--- src/rtl/ifns_19di_seq_decoder.sv ---
// ifns_19di_seq_decoder
// Multi-cycle IFNS decoder for the 19-bit data-in, 27-wire crosstalk-avoidance link.
// One 27-bit codeword is latched, then BITS_PER_CYCLE wires are weighed per clock and
// summed into an accumulator. The result is offered on a valid/ready handshake.
//
// Parameters
//   BITS_PER_CYCLE  wires weighed per RUN cycle; legal values are 1, 3, 9 and 27
//
// Ports
//   clk           rising-edge clock
//   rst_n         asynchronous active-low reset
//   flush_i       synchronous abort, highest priority
//   in_valid_i    codeword offered
//   in_ready_o    high only while idle
//   in_code_i     codeword, bit i-1 is wire d_i
//   out_valid_o   result held
//   out_ready_i   consumer accepts result
//   out_value_o   decoded value (sum modulo 2^19)
//   out_ovf_o     sum exceeded 19 bits
//   busy_o        not idle
//
// Build option
//   IFNS_DEC_OVF_EN  defined: 20-bit accumulator, out_ovf_o reports bit 19.
//                    undefined: 19-bit wrapping accumulator, out_ovf_o tied to 0.

module ifns_19di_seq_decoder #(
  parameter int unsigned BITS_PER_CYCLE = 3
) (
  input  logic        clk,
  input  logic        rst_n,
  input  logic        flush_i,
  input  logic        in_valid_i,
  output logic        in_ready_o,
  input  logic [26:0] in_code_i,
  output logic        out_valid_o,
  input  logic        out_ready_i,
  output logic [18:0] out_value_o,
  output logic        out_ovf_o,
  output logic        busy_o
);

  localparam int unsigned N    = 27 / BITS_PER_CYCLE;
  localparam int unsigned CntW = 5;
`ifdef IFNS_DEC_OVF_EN
  localparam int unsigned AccW = 20;
`else
  localparam int unsigned AccW = 19;
`endif

  if (!(BITS_PER_CYCLE == 1 || BITS_PER_CYCLE == 3 || BITS_PER_CYCLE == 9 ||
        BITS_PER_CYCLE == 27)) begin : gen_bad_bits_per_cycle
    $error("BITS_PER_CYCLE must be 1, 3, 9 or 27");
  end

  // Wire weights: F(1)..F(26), then F(28) for d27. Entries past 26 are padding so
  // that every 5-bit index hits a defined entry.
  localparam logic [19:0] Weights [32] = '{
    20'd1,      20'd1,      20'd2,      20'd3,      20'd5,      20'd8,
    20'd13,     20'd21,     20'd34,     20'd55,     20'd89,     20'd144,
    20'd233,    20'd377,    20'd610,    20'd987,    20'd1597,   20'd2584,
    20'd4181,   20'd6765,   20'd10946,  20'd17711,  20'd28657,  20'd46368,
    20'd75025,  20'd121393, 20'd317811, 20'd0,      20'd0,      20'd0,
    20'd0,      20'd0
  };

  typedef enum logic [1:0] {StIdle, StRun, StDone} state_e;

  state_e          state_q, state_d;
  logic [AccW-1:0] acc_q, acc_d;
  logic [CntW-1:0] cnt_q, cnt_d;
  logic [26:0]     shift_q, shift_d;
  logic            out_valid_q, out_valid_d;
  logic [18:0]     out_value_q, out_value_d;
  logic            out_ovf_q, out_ovf_d;

  logic [AccW-1:0] chunk_sum;
  logic [AccW-1:0] acc_sum;
  logic            sum_ovf;

  // Weighted sum of the current chunk; the chunk always sits in the low lanes of
  // the shift register, the counter selects which weights apply.
  always_comb begin
    chunk_sum = '0;
    for (int unsigned l = 0; l < BITS_PER_CYCLE; l++) begin
      logic [CntW-1:0] idx;
      idx = CntW'(32'(cnt_q) * BITS_PER_CYCLE + l);
      if (shift_q[l]) begin
        chunk_sum = chunk_sum + Weights[idx][AccW-1:0];
      end
    end
  end

  assign acc_sum = acc_q + chunk_sum;

`ifdef IFNS_DEC_OVF_EN
  assign sum_ovf = acc_sum[19];
`else
  assign sum_ovf = 1'b0;
`endif

  always_comb begin
    state_d     = state_q;
    acc_d       = acc_q;
    cnt_d       = cnt_q;
    shift_d     = shift_q;
    out_valid_d = out_valid_q;
    out_value_d = out_value_q;
    out_ovf_d   = out_ovf_q;

    if (flush_i) begin
      state_d     = StIdle;
      acc_d       = '0;
      cnt_d       = '0;
      shift_d     = '0;
      out_valid_d = 1'b0;
      out_value_d = '0;
      out_ovf_d   = 1'b0;
    end else begin
      unique case (state_q)
        StIdle: begin
          if (in_valid_i) begin
            shift_d = in_code_i;
            acc_d   = '0;
            cnt_d   = '0;
            state_d = StRun;
          end
        end
        StRun: begin
          acc_d   = acc_sum;
          shift_d = shift_q >> BITS_PER_CYCLE;
          cnt_d   = cnt_q + CntW'(1);
          if (cnt_q == CntW'(N - 1)) begin
            // Counter parks at 0 so the weight index never leaves the table.
            cnt_d       = '0;
            state_d     = StDone;
            out_valid_d = 1'b1;
            out_value_d = acc_sum[18:0];
            out_ovf_d   = sum_ovf;
          end
        end
        StDone: begin
          if (out_ready_i) begin
            state_d     = StIdle;
            out_valid_d = 1'b0;
          end
        end
        default: state_d = StIdle;
      endcase
    end
  end

  always_ff @(posedge clk or negedge rst_n) begin
    if (!rst_n) begin
      state_q     <= StIdle;
      acc_q       <= '0;
      cnt_q       <= '0;
      shift_q     <= '0;
      out_valid_q <= 1'b0;
      out_value_q <= '0;
      out_ovf_q   <= 1'b0;
    end else begin
      state_q     <= state_d;
      acc_q       <= acc_d;
      cnt_q       <= cnt_d;
      shift_q     <= shift_d;
      out_valid_q <= out_valid_d;
      out_value_q <= out_value_d;
      out_ovf_q   <= out_ovf_d;
    end
  end

  assign in_ready_o  = (state_q == StIdle);
  assign busy_o      = (state_q != StIdle);
  assign out_valid_o = out_valid_q;
  assign out_value_o = out_value_q;
  assign out_ovf_o   = out_ovf_q;

endmodule

--- config.mk ---
export PLATFORM = sky130hd
export DESIGN_NAME = ifns_19di_seq_decoder
export DESIGN_NICKNAME = d
export VERILOG_FILES = /design/src/rtl/ifns_19di_seq_decoder.sv
export SDC_FILE = /design/constraint.sdc
export NUM_CORES = 1
export LEC_CHECK = 0
export CAP_MARGIN = 15
export CORE_MARGIN = 5
export CORE_UTILIZATION = 50
export CTS_CLUSTER_DIAMETER = 120
export DETAILED_ROUTE_END_ITERATION = 7
export PLACE_DENSITY = 0.7
export SLEW_MARGIN = 20
export SYNTH_ARGS = -nofsm -noshare
export SYNTH_HDL_FRONTEND = slang
export SYNTH_SLANG_ARGS = --single-unit
export TNS_END_PERCENT = 10
--- constraint.sdc ---
create_clock -name clk -period 18.6 [get_ports clk]
set_input_delay 4.65 -clock clk [delete_from_list [all_inputs] [get_ports clk]]
set_output_delay 4.65 -clock clk [all_outputs]
set_load 0.05 [all_outputs]
==> results by group, run 1 <==
Finish
  • Final nets: 1,123
  • Final Instance Count excl. Fillers: 1,235
  • Design area: 8761 sq um
  • Fillers: 1,410
  • Layout area overhead: 12.54%
  • Share of cells above drive strength 1: 0.07331

Clock network
  • Hold Buf Count CTS: 0
  • Root buffer cell: clkbuf_16
  • Setup bufs post-CTS: 0
  • Cts repair resizes: 0
  • Clock tree buffer depth: 2
  • CTS tree: yes
  • Number of H-tree levels: 3
  • Clock slew at reported path FFs: 60 ps
  • Total CTS buffers: 9
  • Sink Count: 73
  • Worst-Skew Late Latency: 340 ps

Drt
  • Wirelength per Cell: 18.16 um
  • Pre-antenna DRT Iters: 7
  • ANT nets after route: 0
  • Drt via density: 6.196
  • WL final: 22,430 um
  • DRC: 0
  • Iteration-0 DRC Markers: 882
  • Vias: 7,652

GRT
  • Total Routing Usage GR: 0.2443
  • Vias in the first global route: 6,938
  • Largest net degree at the start of global routing: 79
  • Initial antenna violation count: 0
  • First-pass GRT wire length: 36,020 um
  • GRT Residual Overflow: 0

Worst hold path
  • Hold-critical path depth: 2
  • Hold path startpoint: shift_q[4]
  • Hold Path Class: reg2reg

Yosys
  • Synth area leader: dfrtp_1
  • Mean Syn Cell Area: 7.708 sq um
  • Cell Area, Synth: 7785 sq um
  • Share of the synthesized area in the top cell type: 0.2347
  • Syn_nets: 1,115
  • Main synth FF type: dfrtp_1
  • Synth Register Bits: 73
  • Seq/Total Area, Yosys: 0.2347
  • Post-synth EDFFs: 0
  • Synth warnings: 0
  • Mapped Cells: 1,010
  • Synth top area cells: dfrtp_1 (23%), ha_1 (11%), o21ai_0 (6.4%)
  • Ys async rst share: 1.000
  • Yosys cell types: 71

STA
  • Unrepaired setup endpoints after global routing: false
  • Final period utilization: 0.5599
  • Slew headroom: 0.3255
  • Max Freq: 96.02 MHz
  • Final setup TNS: 0 ps
  • Hold_ws: 478.9 ps
  • Fin. Hold Viols: 0
  • Least-Margin Pin Slew: 1004 ps
  • Tmin final: 10,410 ps
  • Final Skew: 5.395 ps
  • Fin. max-slew vios: 0
  • Final Setup Violations: 0

Die
  • Die Height: 134.8 um
  • Cell Rows: 45
  • Starting Density: 0.5102
  • Num ports: 55
  • CORE AREA: 15,260 sq um
  • Die X-Extent: 134.8 um
  • Die area: 18,170 sq um

Place
  • Final RePlAce weighted congestion: 0.9451
  • HPWL reported at the end of detailed placement: 16,220 um
  • Placed cells: 1,218
  • Port bufs: 53
  • Dpl cell area: 8421 sq um

Critical path
  • Slowest library cell on the worst path: dfrtp_1
  • Critical path startpoint: cnt_q[0]
  • Max FO, Critical Path: 43
  • Worst path required time: 18,870 ps
  • Setup CP Type: reg2reg
  • Origin of the critical flop-to-flop path: cnt_q[0]
  • Crit path arrival time: 10,690 ps
  • Crit path capture type: register
  • Largest stage delay on the critical path: 880 ps
  • Worst setup SP type: register
  • Reg2Reg Depth: 34

Power and ir drop
  • Leak Pwr: 3.765 nW
  • Pwr per Cell Area: 52.43 nW/um^2
  • Worst vdd ir: 0.06762 mV

Flow run
  • # Max-Cap Violations: 0

Outcome
  • Status: completed
-- routing by layer --
layer	share of wire	global-route usage
met1	0.45	0.3479
met2	0.43	0.3638
met3	0.072	0.03465
met4	0.043	0.1182
met5	0	0
-- layout make-up --
type | count | area (sq um) | area share
Clock inverter | 7 | 101.3 | 0.01157
Antenna cell | 1 | 2.502 | 0.0002856
Timing Repair Buffer | 63 | 603.1 | 0.06884
Clock buffer | 9 | 225.2 | 0.02571
Tap cell | 211 | 264.0 | 0.03013
Inverter | 31 | 116.4 | 0.01328
Multi-Input combinational cell | 840 | 5622 | 0.6417
Sequential cell | 73 | 1827 | 0.2085
-- flip-flops by register name (all words and copies together), names as in the netlist --
register / count
cnt_q: 5
shift_q: 27
out_valid_o: 1
state_q: 2
out_value_o: 19
acc_q: 19
-- path summary, 6_finish.rpt --
| kind | to | slack (ps) |
|---|---|---|
| setup / recovery | out_value_o[18] | 8190 |
| hold / removal | shift_q[4] | 480 |
| setup reg to reg | out_value_o[18] | 8190 |
| hold reg to reg | shift_q[4] | 480 |
| max in group asynchronous | out_value_o[13] | 13540 |
| min in group asynchronous | shift_q[16] | 4430 |
-- cell usage in the layout (no fill, tap or decap), types with 7 or more instances in the layout --
| cell | netlist | final |
|---|---|---|
| nand4_1 | 7 | 7 |
| nor3_1 | 18 | 18 |
| xnor2_1 | 40 | 39 |
| a22o_1 | 30 | 30 |
| a21o_1 | 14 | 14 |
| o21a_1 | 7 | 7 |
| mux2_2 | 23 | 23 |
| nand3_1 | 18 | 18 |
| ha_1 | 69 | 69 |
| dfrtp_1 | 73 | 73 |
| a211oi_1 | 22 | 22 |
| o21ai_0 | 100 | 100 |
| clkbuf_16 | 0 | 9 |
| xor2_1 | 11 | 11 |
| and2_1 | 7 | 7 |
| nor2b_1 | 11 | 11 |
| a21oi_1 | 78 | 77 |
| nor2_1 | 88 | 86 |
| inv_1 | 31 | 31 |
| clkdlybuf4s50_1 | 0 | 52 |
| buf_4 | 3 | 11 |
| nand2_1 | 126 | 126 |
| nand2b_1 | 13 | 13 |
| o211ai_1 | 14 | 14 |
| a22oi_1 | 30 | 30 |
| a31oi_1 | 13 | 12 |
-- metrics by stage --
step | worst slack, ps | total power, mW | util
floorplan | 10330 | 0.2400 | -
global placement | 8642 | 0.2692 | 0.5514
detailed placement | 8394 | 0.2700 | 0.5519
CTS | 8382 | 0.4601 | 0.5733
global route | 7374 | 0.4774 | 0.5740
finish | 8186 | 0.4594 | 0.5742
-- cells by family (layout without fill, tap and decap cells) --
logic type / Yosys count / count (layout) / share of synthesized area
muxes: 29 / 29 / 0.04098
and+or+nand+nor: 321 / 321 / 0.1869
adders and majority gates: 74 / 74 / 0.1225
DFF: 73 / 73 / 0.2347
AOI/OAI and AO/OA: 360 / 360 / 0.2999
xor gates and xnor gates: 55 / 55 / 0.06573
other: 1 / 2 / 0.0004817
buffers and inverters: 97 / 110 / 0.04886
-- synth_stat cells, types with 11 or more instances --
library cell	n
nor2_1	88
a21oi_1	78
inv_1	31
ha_1	69
o211ai_1	14
a211oi_1	22
nor3_1	18
a22oi_1	30
a22o_1	30
nor2b_1	11
xnor2_1	40
dfrtp_1	73
xor2_1	11
nand2b_1	13
mux2_2	23
o21ai_0	100
nand2_1	126
a31oi_1	13
a21o_1	14
clkbuf_1	54
nand3_1	18
-- worst max-delay path: cells and delay by family (launching register included) --
family / cells / cell delay (ps)
and+or+nand+nor: 10 / 2270
adders and majority gates: 5 / 2140
AOI/OAI and AO/OA: 11 / 2810
muxes: 2 / 550
DFF: 1 / 880
xor gates and xnor gates: 3 / 1090
buffers and inverters: 3 / 600
-- power breakdown --
part / switching (mW) / internal [mW] / leakage, nW / total, mW
logic: 0.0601 / 0.0365 / 2.62 / 0.0966
clock network: 0.0712 / 0.119 / 0.153 / 0.190
registers: 0.00778 / 0.165 / 0.995 / 0.173
total: 0.139 / 0.320 / 3.76 / 0.459
No activity file was read; power rests on OpenSTA's default activity.
==> run 2, diff against run 1 <==
==> constraint.sdc (replaced) <==
create_clock -name clk -period 9.6 [get_ports clk]
set_input_delay 2.4 -clock clk [delete_from_list [all_inputs] [get_ports clk]]
set_output_delay 2.4 -clock clk [all_outputs]
set_load 0.05 [all_outputs]
==> results by group, run 2 (synthesis gave the netlist of run 1 again) <==
Power and ir drop
  • Sw frac: 0.2942 (-0.008452)
  • Design Power: 891.1 uW (+94%)
  • Leak Pwr: 3.855 nW (+2.4%)
  • Sequential share of power: 0.374 (-0.003)
  • Clk network pwr share: 0.410 (-0.003)
  • Cell Int Power: 628.9 uW (+96%)
  • Logic pwr share: 0.216 (+0.006)
  • Pwr per Cell Area: 100.3 nW/um^2 (+91%)
  • Sw power: 262.2 uW (+89%)
  • Worst vdd ir: 0.1343 mV (+99%)

Critical path
  • Crit path capture type: register
  • Worst path required time: 9870 ps (-9000 ps)
  • Max FO, Critical Path: 19 (-56%)
  • Most numerous cell on the critical path: ha_1
  • Origin of the critical flop-to-flop path: cnt_q[1]
  • Reg2Reg Setup Slack: 790 ps (-7390 ps)
  • Setup CP Type: reg2reg
  • Crit path arrival time: 9070 ps (-1620 ps)
  • Reg2Reg Depth: 31 (-8.8%)
  • Worst setup SP type: register
  • Slowest library cell on the worst path: fa_2
  • Worst r2r dst: out_value_o[18]
  • Largest stage delay on the critical path: 760 ps (-120 ps)

Drt
  • Drt via density: 6.152 (-0.71%)
  • Pre-antenna DRT Iters: 7 (unchanged)
  • DRC: 0 (unchanged)
  • Wirelength per Cell: 18.13 um (-0.18%)
  • Vias: 7,684 (+0.42%)
  • Iteration-0 DRC Markers: 798 (-9.5%)
  • WL final: 22,640 um (+0.95%)
  • ANT nets after route: 0 (unchanged)

Die
  • Die Height: 134.8 um (unchanged)
  • Num ports: 55 (unchanged)
  • CORE AREA: 15,260 sq um (unchanged)
  • Starting Density: 0.5102 (unchanged)
  • Cell Rows: 45 (unchanged)
  • Die X-Extent: 134.8 um (unchanged)
  • Die area: 18,170 sq um (unchanged)

Finish
  • Layout area overhead: 14.08%
  • Number of diodes: 0 (-1)
  • Share of cells above drive strength 1: 0.08863 (+0.01532)
  • Top reg by flops: shift_q
  • Final nets: 1,138 (+1.3%)
  • Commonest non-fill, non-tap cell in the layout: nand2_1
  • Most frequent cells in the layout: nand2_1 (126), o21ai_0 (100), nor2_1 (87)
  • Max reg flops: 27 (unchanged)

GRT
  • GRT Residual Overflow: 0 (unchanged)
  • Largest net degree at the start of global routing: 79 (unchanged)
  • Vias in the first global route: 7,193 (+3.7%)
  • First-pass GRT wire length: 37,040 um (+2.8%)
  • Total Routing Usage GR: 0.2494 (+0.005163)
  • Initial antenna violation count: 0 (unchanged)

STA
  • Final setup TNS: 0 ps (unchanged)
  • Unrepaired setup endpoints after global routing: false
  • PnR worst setup slack: 792.3 ps (-7394 ps)
  • Least-Margin Pin Slew: 1061 ps (+56.10 ps)
  • Final period utilization: 0.9175 (+0.3576)
  • Final Setup Violations: 0 (unchanged)
  • Fin. Hold Viols: 0 (unchanged)
  • Slew headroom: 0.2907 (-0.03483)
  • Max Freq: 113.5 MHz (+18%)
  • Fin. max-slew vios: 0 (unchanged)
  • Tmin final: 8808 ps (-1606 ps)
  • Final Skew: 5.223 ps (-0.1715 ps)

Outcome
  • Status: completed

Clock network
  • Sink Count: 73 (unchanged)
  • Clock tree buffer depth: 2 (unchanged)
  • Setup bufs post-CTS: 0 (unchanged)
  • Total CTS buffers: 9 (unchanged)
  • CTS tree: yes
  • Root buffer cell: clkbuf_16
  • Worst-Skew Late Latency: 330 ps (about the same)
  • Clock slew at reported path FFs: 60 ps (about the same)
  • Number of H-tree levels: 3 (unchanged)

Worst hold path
  • Hold path startpoint: shift_q[5]
  • Hold-critical path depth: 2 (unchanged)
  • Hold Path Class: reg2reg
  • Hold Path Sink: shift_q[5]

Place
  • HPWL reported at the end of detailed placement: 16,570 um (+2.1%)
  • DP Worst Slack: 460.4 ps (-7933 ps)
  • Final RePlAce weighted congestion: 0.9690 (+2.5%)
  • Port bufs: 53 (unchanged)

Flow run
  • # Max-Cap Violations: 0 (unchanged)
run 2: power by group through the flow:
stage / clock [mW] / combinational (mW) / sequential (mW)
3_5_place_dp: 0 / 0.188 / 0.338
6_report: 0.365 / 0.193 / 0.333
2_1_floorplan: 0 / 0.134 / 0.332
5_1_grt: 0.387 / 0.211 / 0.335
3_3_place_gp: 0 / 0.187 / 0.338
4_1_cts: 0.372 / 0.189 / 0.333
run 2: cell type report:
class	instances	area (sq um)
Tap cell	211	264.0
Clock inverter	6	90.09
Fill cell	1436	6377
Sequential cell	73	1827
Timing Repair Buffer	78	715.7
Clock buffer	10	239.0
Multi-Input combinational cell	840	5629
Inverter	31	116.4
run 2: critical path: cells and delay by family, from the launching register on:
kind            cells  cell delay (ps)
buf+inv             2              420
simple gates        6             1650
compound gates     13             2970
xor+xnor            4              940
flops               1              580
mux                 1              280
fa+ha+maj           5             1880
run 2: worst max-delay path by stage:
stage	from	to	slack, ps	cells past startpoint
2_1_floorplan	cnt_q[1]	out_value_o[18]	1330	35
4_1_cts	cnt_q[1]	out_value_o[18]	420	31
3_3_place_gp	cnt_q[1]	out_value_o[18]	530	31
5_1_grt	cnt_q[1]	out_value_o[18]	120	31
3_5_place_dp	cnt_q[1]	out_value_o[18]	460	31
6_report	cnt_q[1]	out_value_o[18]	790	31
run 2: routing by layer:
layer / GRT usage / up-vias / part of all wire
met5: 0 / - / 0
met4: 0.08937 / 0 / 0.032
met3: 0.03577 / 61 / 0.069
met2: 0.3880 / 338 / 0.45
met1: 0.3540 / 3558 / 0.45
li1: - / 3727 / -
run 2: per-stage QoR:
stage                     cells  hold slack (ps)  utilization  cell area [sq um]
after detailed placement   1233            470.1       0.5588               8526
after global placement     1233            462.0       0.5588               8526
after floorplan            1010            450.2            -               7785
after global routing       1249            491.6       0.5820               8881
final                      1249            479.5       0.5820               8881
after CTS                  1249            482.8       0.5803               8855
run 2: timing repair:
| item | in CTS | in global routing |
|---|---|---|
| hold buffers | 0 | 0 |
| setup endpoints to repair | 0 | 2 |
| gates resized for setup | 0 | 5 |
==> run 3, diff against run 2 <==
--- a/config.mk
+++ b/config.mk
@@ -15,4 +15,3 @@
 export SYNTH_ARGS = -nofsm -noshare
 export SYNTH_HDL_FRONTEND = slang
 export SYNTH_SLANG_ARGS = --single-unit
-export TNS_END_PERCENT = 10
==> results of run 3 <==
The final DEF is identical to that of run 2; final timing and power are the same.
==> variant 1, RTL diff (config.mk and constraints of run 3) <==
Reset style: synchronous (`rst_n`), changed in one clocked block. Comments in the files are not updated.
--- a/src/rtl/ifns_19di_seq_decoder.sv
+++ b/src/rtl/ifns_19di_seq_decoder.sv
@@ -151,3 +151,3 @@
 
-  always_ff @(posedge clk or negedge rst_n) begin
+  always_ff @(posedge clk) begin
     if (!rst_n) begin
Behaviour: differs if rst_n is asserted again (counterexample within 4 cycles, from zero or initial values and one cycle with rst_n low); with rst_n held inactive, the same outputs for 10 cycles.
==> variant 1 against run 3 <==
Routed wire length shrank 3.9%. Sequential share of layout area is 3.7 points lower. First-iteration DRC count grew 16%. Sequential cell count did not move. Setup slack gained 0.052 ns. Critical path type unchanged. Final area is 2.3% lower. Critical path depth rose by 5. Synthesized area is 1.4% lower. Clock skew grew 0.0044 ns.
Power is not compared: it rests on default switching activity, and its combinational part moved more than twofold at a synthesized area within 25%.
==> variant 1: results (changes against run 3) <==
| Metric | Value |
|---|---|
| Startpoint of the lowest-slack hold path | `out_value_o[15]` |
| H-tree depth | `3 (unchanged)` |
| Leading post-synthesis cells by cell area | `dfxtp_1 19%, ha_1 12%, a21oi_1 8.8%, nor2_1 7.0%, nand2_1 5.4%` |
| Reg2reg end | `out_value_o[18]` |
| Worst R2R Setup Slack | `0.84 ns (+0.05 ns)` |
| Met3 layer usage reported by global route | `0.03938 (+0.003617)` |
| Proportion of synthesized chip area in sequential cells | `0.1904 (-0.04430)` |
| Number of global-route vias before repair | `7037 (-2.2%)` |
| CP Capture Type | `flop` |
| Least-Margin Pin Slew | `0.9841 ns (-0.07646 ns)` |
| Max rail drop VDD | `142.0 µV` |
| Maximum buffer depth of the clock tree | `2 (unchanged)` |
| Gp weighted congestion | `0.9705 (+0.15%)` |
| Final routed wire length divided by cell count | `16.98 µm (-6.4%)` |
| Total of warnings raised by yosys | `0 (unchanged)` |
| Share of synthesized registers carrying an async set or reset | `0 (-1.000)` |
| Total iterations of the first detailed-routing run | `5 (-2)` |
| Outcome | `completed` |
| Worst-Skew Late Latency | `0.34 ns` |
| Count of port buffers added during placement | `53 (unchanged)` |
| Commonest cells post-synth | `144 x nor2_1, 135 x a21oi_1, 110 x nand2_1, 73 x dfxtp_1, 72 x ha_1` |
| Largest net degree at the start of global routing | `55 (-30%)` |
| Largest register by flop count | `shift_q` |
| Cell at the root of the clock tree | `clkbuf_16` |
| Layout cell share with drive strength beyond 1 | `0.09141 (+0.002776)` |
| Clock buffers created by TritonCTS | `9 (unchanged)` |
| Antenna violations before repair | `0 (unchanged)` |
| GRT met1 Usage | `0.3463 (-0.007653)` |
| Arrival time of the worst setup path | `8.94 ns (-0.13 ns)` |
| Most frequently used flop master after synthesis | `dfxtp_1` |
| Met2 global-route usage | `0.3568 (-0.03117)` |
| Largest stage delay on the critical path | `0.66 ns (-0.10 ns)` |
| Global routing usage summed across all routing layers | `0.2404 (-0.008990)` |
| Largest clock skew in the final design | `0.009600 ns (+0.004377 ns)` |
| Ratio of routed vias to standard cells | `6.080 (-1.2%)` |
| Post-CTS repair timing setup buffer count | `0 (unchanged)` |
| Leakage | `3.536 nW` |
| Number of violations reported at the end of detailed-routing iteration 0 | `929 (+16%)` |
| Number of cells on the worst reg-to-reg path | `36 (+16%)` |
| Syn_nets | `1179 (+5.7%)` |
| Post-synthesis cell type count | `68 (-4.2%)` |
| Critical Path Fanout Max | `13 (-6)` |
| Slowest cell on crit path | `xnor2_1` |
| Launch point of the worst path | `cnt_q[1]` |
| Cell Int Power | `0.5569 mW` |
| Global-route wire length before repair | `35700 µm (-3.6%)` |
| Half-perimeter wire length after placement | `16080 µm (-2.9%)` |
| Count of fill cells added during filler insertion | `1443 (+0.49%)` |
==> variant 1: cell count changes after synthesis, sizes merged, moves of 8 or more <==
cell,before,now
a21oi,79,135
a22o,30,2
a22oi,30,22
clkbuf,54,63
dfrtp,73,0
dfxtp,0,73
nand2,126,110
nand2b,13,3
nor2,90,145
nor2b,11,30
o21ai,100,66
o221a,0,24
xor2,13,21
==> variant 1: how the worst min path moves through the flow <==
| stage | end | slack [ns] |
|---|---|---|
| floorplan | acc_q[18] | 0.46 |
| global placement | out_value_o[14] | 0.44 |
| finish | out_value_o[15] | 0.46 |
| detailed placement | out_value_o[14] | 0.45 |
| CTS | out_value_o[14] | 0.45 |
| global route | out_value_o[4] | 0.48 |
==> variant 1: routing by layer <==
layer  vias up  wire length [µm]
li1       3890                 -
met1      3514             10140
met5         -                 0
met3        49              1680
met2       341              9133
met4         0               808
==> variant 1: cell families (layout without fill, tap and decap cells) <==
logic type | Yosys count | after routing | synth area share
compound gates | 369 | 369 | 0.3139
other cells | 1 | 1 | 0.0004884
xor+xnor | 67 | 67 | 0.07937
flops | 73 | 73 | 0.1904
mux | 20 | 20 | 0.02933
fa+ha+maj | 76 | 76 | 0.1278
buf+inv | 99 | 122 | 0.04938
simple gates | 366 | 366 | 0.2094
==> variant 1: power groups by stage <==
| stage | registers (mW) | logic (mW) | clock network, mW |
|---|---|---|---|
| after global routing | 0.314 | 0.0999 | 0.362 |
| after detailed placement | 0.320 | 0.0895 | 0 |
| after CTS | 0.313 | 0.0898 | 0.347 |
| after floorplan | 0.318 | 0.0624 | 0 |
| final | 0.313 | 0.0904 | 0.336 |
| after global placement | 0.320 | 0.0896 | 0 |
==> variant 1: final cells by class <==
type,count,area [µm²],area share
Timing Repair Buffer,76,703.2,0.08103
Clock inverter,6,67.56,0.007785
Inverter,30,112.6,0.01298
Tap cell,188,235.2,0.02711
Multi-Input combinational cell,899,5859,0.6752
Clock buffer,10,239.0,0.02754
Sequential cell,73,1461,0.1684
==> variant 1: worst max-delay path, delay by kind of cell (launching register included) <==
kind | cells | cell delay, ns
adders and majority gates | 6 | 1.97
DFF | 1 | 0.56
xor gates and xnor gates | 4 | 1.18
muxes | 1 | 0.31
buffers and inverters | 3 | 0.57
AOI/OAI and AO/OA | 16 | 2.80
and+or+nand+nor | 6 | 1.20
==> variant 1: per-stage QoR <==
stage | area (µm²) | hold slack, ns | worst slack, ns | cells | power, mW
floorplan | 7677 | 0.4597 | 1.695 | 1071 | 0.3803
global placement | 8364 | 0.4433 | 0.8748 | 1266 | 0.4092
detailed placement | 8364 | 0.4465 | 0.7875 | 1266 | 0.4092
CTS | 8671 | 0.4548 | 0.7889 | 1282 | 0.7498
global route | 8678 | 0.4834 | 0.1537 | 1282 | 0.7754
finish | 8678 | 0.4566 | 0.8444 | 1282 | 0.7399
==> variant 2, RTL diff (config.mk and constraints of run 3) <==
Made on the original files. `CntW`: 5 -> 10.
--- a/src/rtl/ifns_19di_seq_decoder.sv
+++ b/src/rtl/ifns_19di_seq_decoder.sv
@@ -42,3 +42,3 @@
   localparam int unsigned N    = 27 / BITS_PER_CYCLE;
-  localparam int unsigned CntW = 5;
+  localparam int unsigned CntW = 10;
 `ifdef IFNS_DEC_OVF_EN
Function: no difference found for any inputs over 10 cycles, from zero or initial values and one cycle with rst_n low; that may be too few to reach the edited logic, so the function may still have changed.
==> variant 2 against run 3 <==
Die area rose by 3.6%. Clock skew rose by 0.0030 ns. Final area rose by 2.5%. Setup slack got worse by 0.10 ns. Clock power fell by 9.3%. Total power fell by 1.1%. Worst hold slack got worse by 0.0041 ns. Sequential share of layout area rose by 0.87 points. First-iteration DRC count fell by 10%. Sequential cell count rose by 5. Synthesized area rose by 3.9%. Routed wire length rose by 1.5%. Critical path type unchanged. Critical endpoint is now acc_q[18].
==> variant 2: results (changes against run 3) <==
| Metric | Value |
|---|---|
| Worst R2R Setup Slack | `0.69 ns (-0.10 ns)` |
| Met3 layer usage reported by global route | `0.03015 (-0.005620)` |
| Leakage | `4.082 nW (+5.9%)` |
| Proportion of cell area spent on the clock network | `0.03230 (-0.004750)` |
| Number of cells on the worst reg-to-reg path | `33 (+6.5%)` |
| Number of ordinary and repair buffers in the finished layout | `76 (-2.6%)` |
| Gp weighted congestion | `0.9725 (+0.36%)` |
| Half-perimeter wire length after placement | `16830 µm (+1.6%)` |
| Largest clock skew in the final design | `0.008196 ns (+0.002973 ns)` |
| Leading post-synthesis cells by cell area | `dfrtp_1 24%, ha_1 11%, nand2_1 7.5%, a21oi_1 6.4%, o21ai_0 5.4%` |
| Fin nets | `1181 (+3.8%)` |
| Critical Path Fanout Max | `15 (-4)` |
| Final Hold Slack | `0.4754 ns (-0.004067 ns)` |
| Critical path endpoint | `acc_q[18]` |
| Count of clock-net buffers in the final layout | `11 (+1)` |
| Number of global-route vias before repair | `7271 (+1.1%)` |
| Synthesized instance count | `1059 (+4.9%)` |
| Commonest cells post-synth | `161 x nand2_1, 103 x a21oi_1, 93 x nor2_1, 88 x o21ai_0, 78 x dfrtp_1` |
| Outcome | `completed` |
| Least-Margin Pin Slew | `0.9668 ns (-0.09374 ns)` |
| Largest net degree at the start of global routing | `87 (+10%)` |
| Maximum clock rate | `112.2 MHz (-1.1%)` |
| Fraction of standard cell area in multi-input logic | `0.6351 (+0.001211)` |
| Number of violations reported at the end of detailed-routing iteration 0 | `718 (-10%)` |
| Post-synthesis cell type count | `73 (+2.8%)` |
| Proportion of synthesized chip area in sequential cells | `0.2414 (+0.006760)` |
| Max rail drop VDD | `114.4 µV (-15%)` |
| Global-route wire length before repair | `37580 µm (+1.5%)` |
| Syn_nets | `1163 (+4.3%)` |
| Layout cell share with drive strength beyond 1 | `0.06747 (-0.02116)` |
| Non-Clock Inverter Count | `26 (-16%)` |
| Post-Route WL | `22970 µm (+1.5%)` |
| Cell total after placement | `1281 (+3.9%)` |
| Reg2reg end | `acc_q[18]` |
| GRT met1 Usage | `0.3661 (+0.01217)` |
| Total met2 wirelength after detailed routing | `9785 µm (-3.3%)` |
| Total of flip-flops plus latches after synthesis | `78 (+6.8%)` |
[variant 2: cells by family (layout without fill, tap and decap cells)]
| family | count (synthesis) | count (layout) | synth area share |
|---|---|---|---|
| compound gates | 346 | 346 | 0.2705 |
| xor+xnor | 55 | 55 | 0.06314 |
| fa+ha+maj | 73 | 73 | 0.1164 |
| buf+inv | 95 | 118 | 0.04643 |
| flops | 78 | 78 | 0.2414 |
| mux | 47 | 47 | 0.06082 |
| other cells | 1 | 1 | 0.0004638 |
| simple gates | 364 | 364 | 0.2009 |
[variant 2: through the flow]
step	utilization	instance area, µm²
after detailed placement	0.5532	8788
after CTS	0.5718	9082
after global routing	0.5730	9102
after floorplan	-	8085
after global placement	0.5532	8788
final	0.5730	9102
[variant 2: report_power, final]
part	total (mW)	switching, mW	internal (mW)
clock network	0.331	0.139	0.192
registers	0.349	0.00819	0.341
logic	0.201	0.123	0.0782
total	0.881	0.270	0.611
